`config.mk`:
```
export PLATFORM = sky130hd
export DESIGN_NAME = pipe_thread_ctrl
export DESIGN_NICKNAME = d
export VERILOG_FILES = /design/src/rtl/nids_pipe_pkg.sv /design/src/rtl/pipe_thread_ctrl_rr_pick4.sv /design/src/rtl/pipe_thread_ctrl.sv
export SDC_FILE = /design/constraint.sdc
export NUM_CORES = 1
export LEC_CHECK = 0
export ABC_CLOCK_PERIOD_IN_PS = 8530
export CAP_MARGIN = 20
export CORE_MARGIN = 5
export CORE_UTILIZATION = 30
export CTS_CLUSTER_DIAMETER = 60
export DETAILED_ROUTE_END_ITERATION = 10
export SLEW_MARGIN = 25
export SYNTH_ARGS = -nofsm -noshare
export SYNTH_HDL_FRONTEND = slang
export SYNTH_SLANG_ARGS = --single-unit
```
`constraint.sdc`:
```
create_clock -name clk -period 8.53 [get_ports clk]
set_input_delay 2.1325 -clock clk [delete_from_list [all_inputs] [get_ports clk]]
set_output_delay 2.1325 -clock clk [all_outputs]
set_load 0.05 [all_outputs]
```
`src/rtl/nids_pipe_pkg.sv`:
```
// Shared types and constants for the NIDS pattern-matching pipeline.
// Thread ids, PC width and the fetch NOP.
package nids_pipe_pkg;

  localparam int THREADS = 4;
  localparam int TID_W   = 2;
  localparam int PC_W    = 9;

  localparam logic [31:0] NOP_INST = 32'h00000013;

  typedef enum logic [1:0] {
    IDLE,
    RUN,
    DONE
  } thr_state_e;

endpackage

```
`src/rtl/pipe_thread_ctrl_rr_pick4.sv`:
```
// Rotating-priority picker over four threads.
// Search starts at last+1; sel falls back to last+1 when none found.
module rr_pick4
  import nids_pipe_pkg::*;
(
  input  logic [THREADS-1:0] elig,
  input  logic [TID_W-1:0]   last,
  output logic [TID_W-1:0]   sel,
  output logic               found
);

  logic [TID_W-1:0] idx;

  // first eligible thread walking forward from last+1
  always_comb begin
    found = 1'b0;
    sel   = last + TID_W'(1);
    idx   = '0;
    for (int i = 1; i <= THREADS; i++) begin
      idx = last + TID_W'(i);
      if (!found && elig[idx]) begin
        found = 1'b1;
        sel   = idx;
      end
    end
  end

endmodule

```
`src/rtl/pipe_thread_ctrl.sv`:
```
// Barrel thread scheduler: per-thread PCs, gap counters and
// round-robin fetch selection with MEM-stage redirect/done.
module pipe_thread_ctrl
  import nids_pipe_pkg::*;
#(
  parameter int ISSUE_GAP = 4,
  parameter int PC_BASE   = 0,
  parameter int PC_STRIDE = 128
) (
  input  logic               clk,
  input  logic               reset,
  input  logic               start,
  input  logic [THREADS-1:0] start_mask,
  input  logic               stall,
  input  logic               branch_taken_mem,
  input  logic [TID_W-1:0]   thread_mem,
  input  logic [PC_W-1:0]    alu_pc_mem,
  input  logic               processing_done_mem,
  output logic [PC_W-1:0]    pc_if,
  output logic [TID_W-1:0]   thread_if,
  output logic               issue_valid,
  output logic               stage_en,
  output logic [THREADS-1:0] thread_busy,
  output logic               all_done
);

  localparam int CNT_W = $clog2(ISSUE_GAP);
  localparam logic [CNT_W-1:0] GAP_LD =
    CNT_W'(ISSUE_GAP - 1);

  function automatic logic [PC_W-1:0] start_pc(
    input int t
  );
    int v;
    v = PC_BASE + t * PC_STRIDE;
    return v[PC_W-1:0];
  endfunction

  thr_state_e         st  [THREADS];
  logic [PC_W-1:0]    pc  [THREADS];
  logic [CNT_W-1:0]   cnt [THREADS];
  logic [TID_W-1:0]   last;
  logic [TID_W-1:0]   sel;
  logic               found;
  logic               done_seen;
  logic               do_issue;
  logic [THREADS-1:0] elig;
  logic [THREADS-1:0] busy;
  logic [THREADS-1:0] launch;
  logic [THREADS-1:0] hit;
  logic [THREADS-1:0] iss;

  // per-thread eligibility and edge qualifiers
  always_comb begin
    elig   = '0;
    busy   = '0;
    launch = '0;
    hit    = '0;
    iss    = '0;
    for (int t = 0; t < THREADS; t++) begin
      busy[t]   = (st[t] == RUN);
      elig[t]   = busy[t] && (cnt[t] == '0);
      launch[t] = start && start_mask[t] && !busy[t];
      hit[t]    = (thread_mem == TID_W'(t));
      iss[t]    = do_issue && (sel == TID_W'(t));
    end
  end

  rr_pick4 u_pick (
    .elig  (elig),
    .last  (last),
    .sel   (sel),
    .found (found)
  );

  assign do_issue    = found && !stall;
  assign issue_valid = found;
  assign thread_if   = sel;
  assign pc_if       = pc[sel];
  assign stage_en    = ~stall;
  assign thread_busy = busy;
  assign all_done    = done_seen && (busy == '0);

  // thread state, PCs, gap counters and rotation pointer
  always_ff @(posedge clk or negedge reset) begin
    if (!reset) begin
      last      <= '1;
      done_seen <= 1'b0;
      for (int t = 0; t < THREADS; t++) begin
        st[t]  <= IDLE;
        pc[t]  <= start_pc(t);
        cnt[t] <= '0;
      end
    end else begin
      if (start)
        done_seen <= 1'b0;
      else if (processing_done_mem)
        done_seen <= 1'b1;
      if (do_issue)
        last <= sel;
      for (int t = 0; t < THREADS; t++) begin
        if (launch[t]) begin
          st[t]  <= RUN;
          pc[t]  <= start_pc(t);
          cnt[t] <= '0;
        end else begin
          if (processing_done_mem && hit[t] && busy[t])
            st[t] <= DONE;
          if (!(processing_done_mem && hit[t])) begin
            if (branch_taken_mem && hit[t])
              pc[t] <= alu_pc_mem;
            else if (iss[t])
              pc[t] <= pc[t] + PC_W'(1);
          end
          if (iss[t])
            cnt[t] <= GAP_LD;
          else if (!stall && cnt[t] != '0)
            cnt[t] <= cnt[t] - CNT_W'(1);
        end
      end
    end
  end

endmodule

```
Yosys cells after proc, flatten, opt, wreduce, memory -nomap -nowiden
Cells that the tools add are included.

Bits in registers: 55. Bits of input ports: 21. Output and inout port bits: 18.

Add/subtract/negate cells: 11. Magnitude comparators: 5. Equal/unequal tests: 14. Mux-type cells: 56. Bitwise logic cells: 2. Reduce and logical (&&, ||, !) cells: 73.

Operator list (count): two-way mux 9 bit (18); two-way mux 2 bit (23); logical AND 1 bit (37); adder 9 x 1 -> 9 bit, second input constant (4); nonzero test 3 bit (8); binary-select mux 9 bit (select 2 bit) (1); nonzero test 2 bit (9); equality test 2 x 1 -> 1 bit, second input constant (6); logical NOT 2 bit (6); < comparator 2 x 3 -> 1 bit, second input constant (4); two-way mux 1 bit (10); binary-select mux 1 bit (select 2 bit) (4); equality test 2 bit, second input constant (4); logical NOT 1 bit (8); inequality test 2 bit, second input constant (4); AND reduction 2 bit (4); subtractor 2 x 1 -> 2 bit, second input constant (4); adder 2 bit, second input constant (2); logical NOT 4 bit (1); greater-or-equal comparator 3 bit, second input constant (1); NOT 2 -> 3 bit (1); adder 2 x 1 -> 2 bit, second input constant (1); NOT 1 bit (1).

Logic depth before layout (Yosys ltp)
Gate-level depths: netlist of run 1.

Word-level depth: 20. Depth in mapped cells: 14. Depth with buffers taken out: 10.

Cells and area by module
From an unflattened synthesis of run 1, not the netlist that was laid out.

Cells, all modules: 424. Area total of the unflattened synthesis: 3732.3 sq um.

By module, submodules not included: pipe_thread_ctrl (times used 1, cells an instance 408, area each 3631.0 sq um); rr_pick4 (times used 1, cells an instance 16, area each 101.3 sq um).

Least setup slack after synthesis of run 1
OpenSTA, ideal clock, no wires.

Path type: reg-to-output. Start: reg cnt[6] (netlist name). End: out pc_if[0]. Arrival: 3.117 ns. Data required time: 6.398 ns. Setup slack: 3.280 ns. Stages on the path, launching flop included: 14. Buffers on the path: 4. Path through: dfrtp_1 inv_1 ha_1 and3b_1 buf_6 a211o_1 o21a_2 and2_1 buf_4 inv_4 buf_4 buf_2 nand2_1 a31oi_1.

Longest elaborated chain between the ends: 18. Elaborated cells between the ends (all ways): 26. Those cells by class: mux (17); bitwise (1); reduce/logical (8).

RTL lines: from (decl) (RTL line pipe_thread_ctrl.sv:41) `logic [CNT_W-1:0] cnt [THREADS];`; from (signal, indexed assignment) (RTL line pipe_thread_ctrl.sv:118) `cnt[t] <= cnt[t] - CNT_W'(1);`; logical NOT 2 bit (*) (RTL line pipe_thread_ctrl.sv:62) `elig[t] = busy[t] && (cnt[t] == '0);`; logical AND 1 bit (*) (RTL line pipe_thread_ctrl.sv:62); binary-select mux 1 bit (select 2 bit) (RTL line pipe_thread_ctrl_rr_pick4.sv:21) `if (!found && elig[idx]) begin`; two-way mux 1 bit (not written as such) (RTL line pipe_thread_ctrl_rr_pick4.sv:21); two-way mux 1 bit (RTL line pipe_thread_ctrl_rr_pick4.sv:21); logical NOT 1 bit (RTL line pipe_thread_ctrl_rr_pick4.sv:21); logical AND 1 bit (RTL line pipe_thread_ctrl_rr_pick4.sv:21); two-way mux 1 bit (RTL line pipe_thread_ctrl_rr_pick4.sv:21); (+2 left out); two-way mux 1 bit (RTL line pipe_thread_ctrl_rr_pick4.sv:21); logical NOT 1 bit (RTL line pipe_thread_ctrl_rr_pick4.sv:21); logical AND 1 bit (RTL line pipe_thread_ctrl_rr_pick4.sv:21); two-way mux 2 bit (*) (RTL line pipe_thread_ctrl_rr_pick4.sv:21); net thread_if[1] (RTL line pipe_thread_ctrl.sv:20) `output logic [TID_W-1:0] thread_if,`; NOT 2 -> 3 bit (not written as such) (*) (RTL line pipe_thread_ctrl.sv:79) `assign pc_if = pc[sel];`; binary-select mux 9 bit (select 2 bit) (*) (RTL line pipe_thread_ctrl.sv:79); two-way mux 9 bit (not written as such) (*) (2 in series) (RTL line pipe_thread_ctrl.sv:79); to (decl) (RTL line pipe_thread_ctrl.sv:19) `output logic [PC_W-1:0] pc_if,`.

Mark *: on every way through the listed nets, which the timed path passes. The rest lies on a longest branch. The select of a mux whose other input is x is not followed.

Worst setup path after layout of run 1
Start: reg cnt[6] (netlist name). End: out pc_if[5].

Longest elaborated chain between the ends: 18. Elaborated cells between the ends (all ways): 26. Those cells by class: mux (17); bitwise (1); reduce/logical (8).

RTL lines (RTL line): logical NOT 2 bit (*) (pipe_thread_ctrl.sv:62); logical AND 1 bit (*) (pipe_thread_ctrl.sv:62); binary-select mux 1 bit (select 2 bit) (pipe_thread_ctrl_rr_pick4.sv:21); two-way mux 1 bit (not written as such) (pipe_thread_ctrl_rr_pick4.sv:21); two-way mux 1 bit (pipe_thread_ctrl_rr_pick4.sv:21); logical NOT 1 bit (pipe_thread_ctrl_rr_pick4.sv:21); logical AND 1 bit (pipe_thread_ctrl_rr_pick4.sv:21); two-way mux 1 bit (pipe_thread_ctrl_rr_pick4.sv:21); logical NOT 1 bit (pipe_thread_ctrl_rr_pick4.sv:21); logical AND 1 bit (pipe_thread_ctrl_rr_pick4.sv:21); two-way mux 1 bit (pipe_thread_ctrl_rr_pick4.sv:21); logical NOT 1 bit (pipe_thread_ctrl_rr_pick4.sv:21); logical AND 1 bit (pipe_thread_ctrl_rr_pick4.sv:21); two-way mux 2 bit (*) (pipe_thread_ctrl_rr_pick4.sv:21); NOT 2 -> 3 bit (not written as such) (*) (pipe_thread_ctrl.sv:79); binary-select mux 9 bit (select 2 bit) (*) (pipe_thread_ctrl.sv:79); two-way mux 9 bit (not written as such) (*) (2 in series) (pipe_thread_ctrl.sv:79).

Every way passes the cells marked *; elsewhere a longest branch is shown, timed or not. The select of a mux whose other input is x is not followed.

==> results.cfg, run 1 <==
[power]
power_leakage_nw = 1.82
design_power_total_mw = 1.92
max-vdd-ir-drop_mv = 0.410
power_per_cell_area_mw_per_mm2 = 421

[critical_path]
worst_path_largest_cell_delay_ns = 0.85
critical_path_maximum_fanout = 25
setup.worst_path.class = flip-flop to primary output
worst_ep_arrival_time_ns = 3.91
cp-start-kind = flip-flop
slowest_stage = sky130_fd_sc_hd__clkdlybuf4s50_1
cpLargestDelayFamily = simple AND/OR/NAND/NOR gates
crit_chain = inv_1 > ha_1 > and3b_1 > nor2_1 > o21ai_2 > and2_1 > nand2_1 > and3_1 > a31oi_1 > clkdlybuf4s50_1
crit_buf_inv = 2
crit_required_ns = 6.40
end_kind = primary output

[sta]
holdWs_ns = 0.498
final.min_clock_period_ns = 6.04
timing.fmax_mhz = 166
worst_clock_skew_ns = 0.00539
grt_setup_unrepaired = no
tns_ns = 0
slew_viol_final = 0
setup_viol = 0
max_slew_margin = 0.345
layout_worst_path_cycle_share = 0.708
finalHoldViolCount = 0
worst-slew-pin-transition_ns = 0.982

[logic_synthesis]
syn-num-nets = 531
synth-xor-area-share = 0.0112
avgSynthCellArea_um2 = 7.82
synth-compound-area-share = 0.256
synth_top_flop_cell = sky130_fd_sc_hd__dfrtp_1
synth_top_family_by_area = simple AND/OR/NAND/NOR gates
count_of_mapped_cells_out_of_synthesis = 502
yosys.area_share.simple = 0.287
yosysWarnings = 0
synthMuxAreaShare = 0.0178
flops_latches_synth = 55
synth-adder-area-share = 0.0255
async_reset_ff_frac = 1.00
ys_seq_area_frac = 0.352
cell_area_after_synthesis_mm2 = 0.00393
synth_edf_count = 0
synth.lib_cells_used.distinct = 62

[placed_design]
placement.io_buffers = 38
place_hpwl_um = 9470
gpl.final_weighted_congestion = 0.907

[clocking]
cts.sinks = 55
clk_latency_ns = 0.30
cts-root-to-sink-buffers = 2
tritoncts.num_buffers = 5
hold_buffers = 0
cts.reportedPaths.clkPinSlew_ns = 0.07
postCtsResizedCells = 0
post_cts_buffers = 0
cts_tree = done
clock_h_tree_levels = 2
clock_tree.root_cell = sky130_fd_sc_hd__clkbuf_16

[route]
wl_per_cell_um = 18.8
number_of_vias_in_the_routed_layout = 4035
drt.antenna.violating_nets = 0
first_iter_violations = 379
drt-total-wl_um = 13200
post_drt_via_cell_ratio = 5.77
drt_pre_antenna_iters = 5
detail_route.drc_violations = 0

[cells_and_area]
layout_common_cells = 82 x sky130_fd_sc_hd__nand2_1, 49 x sky130_fd_sc_hd__dfrtp_1, 39 x sky130_fd_sc_hd__a21oi_1
n_antenna_cell = 0
nets = 555
syn2layout_area_growth_pct = 16.1
final_layout_size_suffix_gt1_frac = 0.0645
layout.cells.most_common = sky130_fd_sc_hd__nand2_1

[floorplan]
rows = 41
floorplan.initialDensity = 0.309
floorplan.die_area_mm2 = 0.0155
die_width_um = 124
core_mm2 = 0.0127
pin_count = 39
die_height_um = 124

[global_routing]
grt_pass1_wl_um = 21200
groute.usage.overall = 0.167
initial_antenna_violation_count = 0
first_global_vias = 3885
grt_start_max_net_pins = 56
global_route.overflow_total = 0

[min_path]
hold_class = flip-flop to flip-flop

[outcome]
status = completed

[flow_run]
drv.max_cap_violation_count = 0
[Yosys cell counts (all sizes together) (7+ instances only)]
master	n	area share
and2	11	0.018
nand2	82	0.078
inv	23	0.023
a22oi	11	0.021
nand3	28	0.037
clkbuf	16	0.015
and3	19	0.030
or2	7	0.011
nor2	36	0.036
ha	8	0.025
a21oi	40	0.054
mux2i	7	0.018
o22ai	9	0.014
nor3	18	0.024
o211ai	8	0.015
o21ai	27	0.035
a31oi	16	0.027
dfrtp	49	0.31
[power breakdown]
part	switching, mW	leakage, nW	internal [mW]
combinational	0.854	1.09	0.407
clock	0.100	0.0669	0.109
sequential	0.0981	0.663	0.350
total	1.05	1.82	0.867
[through the flow]
step | utilization | instances | cell area (µm²) | worst slack, ns
floorplan | - | 502 | 3930 | 3.28
global placement | 0.347 | 691 | 4420 | 2.80
detailed placement | 0.347 | 691 | 4420 | 2.76
CTS | 0.358 | 699 | 4560 | 2.57
global route | 0.358 | 699 | 4560 | 2.36
finish | 0.358 | 699 | 4560 | 2.49
[cells by family after synthesis]
logic type	count (synthesis)
xor+xnor	5
compound gates	153
simple gates	229
flops	55
mux	7
fa+ha+maj	8
buf+inv	45
[state kept, by name (all words and copies together) (netlist names)]
| name | count |
|---|---|
| st | 8 |
| cnt | 8 |
| pc | 36 |
| last | 2 |
| done_seen | 1 |
[layout make-up]
cell class / count / area (µm²)
clock buffer: 6 / 129
inverter: 23 / 88.8
timing repair buffer: 39 / 383
sequential: 55 / 1380
fill: 1370 / 8160
multi-input combinational: 402 / 2350
clock inverter: 2 / 12.5
tap: 172 / 215
[path summary, 6_finish.rpt]
kind / start / endpoint / slack (ns) / depth (start not counted)
worst max-delay path: cnt[6] / pc_if[5] / 2.49 / 10
worst min register to register: done_seen / done_seen / 0.50 / 2
worst max register to register: cnt[6] / pc[29] / 5.00 / 10
worst min-delay path: done_seen / done_seen / 0.50 / 2
min in group asynchronous: reset / st[7] / 1.99 / 2
max in group asynchronous: reset / pc[5] / 6.04 / 2
[per-layer routing]
metal	GRT usage	up-vias	part of all wire
met3	0.0377	25	0.080
met4	0.0458	0	0.022
li1	-	1896	-
met5	0	-	0
met2	0.252	176	0.43
met1	0.239	1938	0.46
[worst min-delay path, stage by stage, from the launching register on]
cell	delay, ns
sky130_fd_sc_hd__dfrtp_1	0.34
sky130_fd_sc_hd__nor2_1	0.05
sky130_fd_sc_hd__nor2_1	0.07
(Power assumes the default switching activity.)
==> run 2: changes to the inputs <==
ABC_CLOCK_PERIOD_IN_PS = 5900   (was 8530)
clock period = 5.9 ns   (was 8.53 ns; I/O delays follow)
==> run 2 against run 1 <==
Net effect: critical path depth grew 1; routed wire length grew 1.5%; non-clock buffer count is the same; total power up 44%; via count rose by 1.0%; combinational power grew 43%; largest power group unchanged.
==> results.cfg, run 2 (synthesized netlist as in run 1, its figures left out) <==
[power]
pwr-share-seq = 0.238
p_int_mw = 1.25
power_per_cell_area_mw_per_mm2 = 607
net-switching-power_mw = 1.52
pwr-share-clk = 0.113
design_power_total_mw = 2.77
power.switching_fraction = 0.547
combinationalPowerShare = 0.649
max-vdd-ir-drop_mv = 0.781
power_leakage_nw = 1.83

[cells_and_area]
largest_registers = pc x36, cnt x8, st x8
layout_common_cells = 82 x sky130_fd_sc_hd__nand2_1, 49 x sky130_fd_sc_hd__dfrtp_1, 39 x sky130_fd_sc_hd__a21oi_1
syn2layout_area_growth_pct = 16.2
fin_util = 0.359
layout.cells.most_common = sky130_fd_sc_hd__nand2_1
final_layout_size_suffix_gt1_frac = 0.0664
layout.cells.non_filler = 699
largest_register_ffs = 36
post-route-cell-area_mm2 = 0.00457
top_register = pc
n_antenna_cell = 0
nets = 555

[route]
drt-total-wl_um = 13400
first_iter_violations = 350
detail_route.drc_violations = 0
post_drt_via_cell_ratio = 5.83
wl_per_cell_um = 19.1
drt.antenna.violating_nets = 0
drt_pre_antenna_iters = 5
number_of_vias_in_the_routed_layout = 4076

[placed_design]
placement.io_buffers = 38
post_dp_cell_area_mm2 = 0.00442
place_hpwl_um = 9720
dp_slack_ns = 0.991
cell_count_after_placement = 691
gpl.final_weighted_congestion = 0.927

[critical_path]
crit_required_ns = 4.43
regToRegEndpoint = pc[29]
end_kind = primary output
cpLargestDelayFamily = simple AND/OR/NAND/NOR gates
crit_chain = inv_1 > ha_1 > and3b_1 > nor2_1 > o21ai_2 > and2_1 > inv_4 > nand2_1 > and3_1 > a31oi_1 > clkdlybuf4s50_1
setup.worst_path.end = pc_if[8]
crit_buf_inv = 3
critical_path_maximum_fanout = 25
slowest_stage = sky130_fd_sc_hd__and2_1
worst-path-stages = 11
setup.worst_path.class = flip-flop to primary output
reg2reg_setup_slack_ns = 2.47
worst_path_largest_cell_delay_ns = 0.82
worst_ep_arrival_time_ns = 3.79
r2r-start = cnt[6]
cp-start-kind = flip-flop
worst-r2r-cell-count = 10
critical_path.startpoint = cnt[6]

[floorplan]
core_mm2 = 0.0127
floorplan.initialDensity = 0.309
rows = 41
die_width_um = 124
floorplan.die_area_mm2 = 0.0155
pin_count = 39
die_height_um = 124

[sta]
slew_viol_final = 0
finalHoldViolCount = 0
setup_viol = 0
holdWs_ns = 0.507
worst-slew-pin-transition_ns = 0.985
finalWorstSetupSlack_ns = 0.636
worst_clock_skew_ns = 0.0118
max_slew_margin = 0.343
tns_ns = 0
final.min_clock_period_ns = 5.26
grt_setup_unrepaired = no
layout_worst_path_cycle_share = 0.892
timing.fmax_mhz = 190

[clocking]
cts.sinks = 55
cts.reportedPaths.clkPinSlew_ns = 0.08
clock_tree.root_cell = sky130_fd_sc_hd__clkbuf_16
clk_latency_ns = 0.30
hold_buffers = 0
tritoncts.num_buffers = 5
postCtsResizedCells = 0
post_cts_buffers = 0
clock_h_tree_levels = 2
cts-root-to-sink-buffers = 2
cts_tree = done

[outcome]
status = completed

[flow_run]
drv.max_cap_violation_count = 0

[global_routing]
groute.usage.overall = 0.170
first_global_vias = 3978
grt_start_max_net_pins = 56
global_route.overflow_total = 0
initial_antenna_violation_count = 0
grt_pass1_wl_um = 21500

[min_path]
hold_class = flip-flop to flip-flop
[run 2: cell count changes in the layout (fill, tap and decap cells not counted), sizes merged]
cell,previous run,this run
clkbuf,6,5
clkinv,1,2
inv,23,24
clkinvlp,1,0
[run 2: cell type report]
type	count	area [µm²]
Clock buffer	5	125
Fill cell	1384	8160
Sequential cell	55	1380
Multi-Input combinational cell	402	2350
Inverter	23	88.8
Tap cell	172	215
Clock inverter	3	22.5
Timing Repair Buffer	39	383
[run 2: how the worst min path moves through the flow]
stage                          from        end  slack (ns)  depth (start not counted)
final                         st[1]      st[1]        0.51                          1
after global routing      done_seen  done_seen        0.54                          2
after CTS                     st[1]      st[1]        0.51                          1
after detailed placement      st[1]      st[1]        0.49                          1
after global placement        st[1]      st[1]        0.48                          1
after floorplan               st[7]      st[7]        0.45                          2
[run 2: layer usage]
layer / GRT usage / vias up / part of all wire
met1: 0.239 / 1987 / 0.47
met2: 0.259 / 171 / 0.43
met3: 0.0356 / 25 / 0.065
met4: 0.0606 / 0 / 0.032
li1: - / 1893 / -
met5: 0 / - / 0
[run 2: power groups by stage]
stage,Combinational (mW),Sequential (mW),Clock [mW]
after floorplan,1.33,0.604,0
after global placement,1.76,0.657,0
after detailed placement,1.79,0.659,0
after CTS,1.79,0.653,0.318
after global routing,1.95,0.676,0.333
final,1.80,0.658,0.314
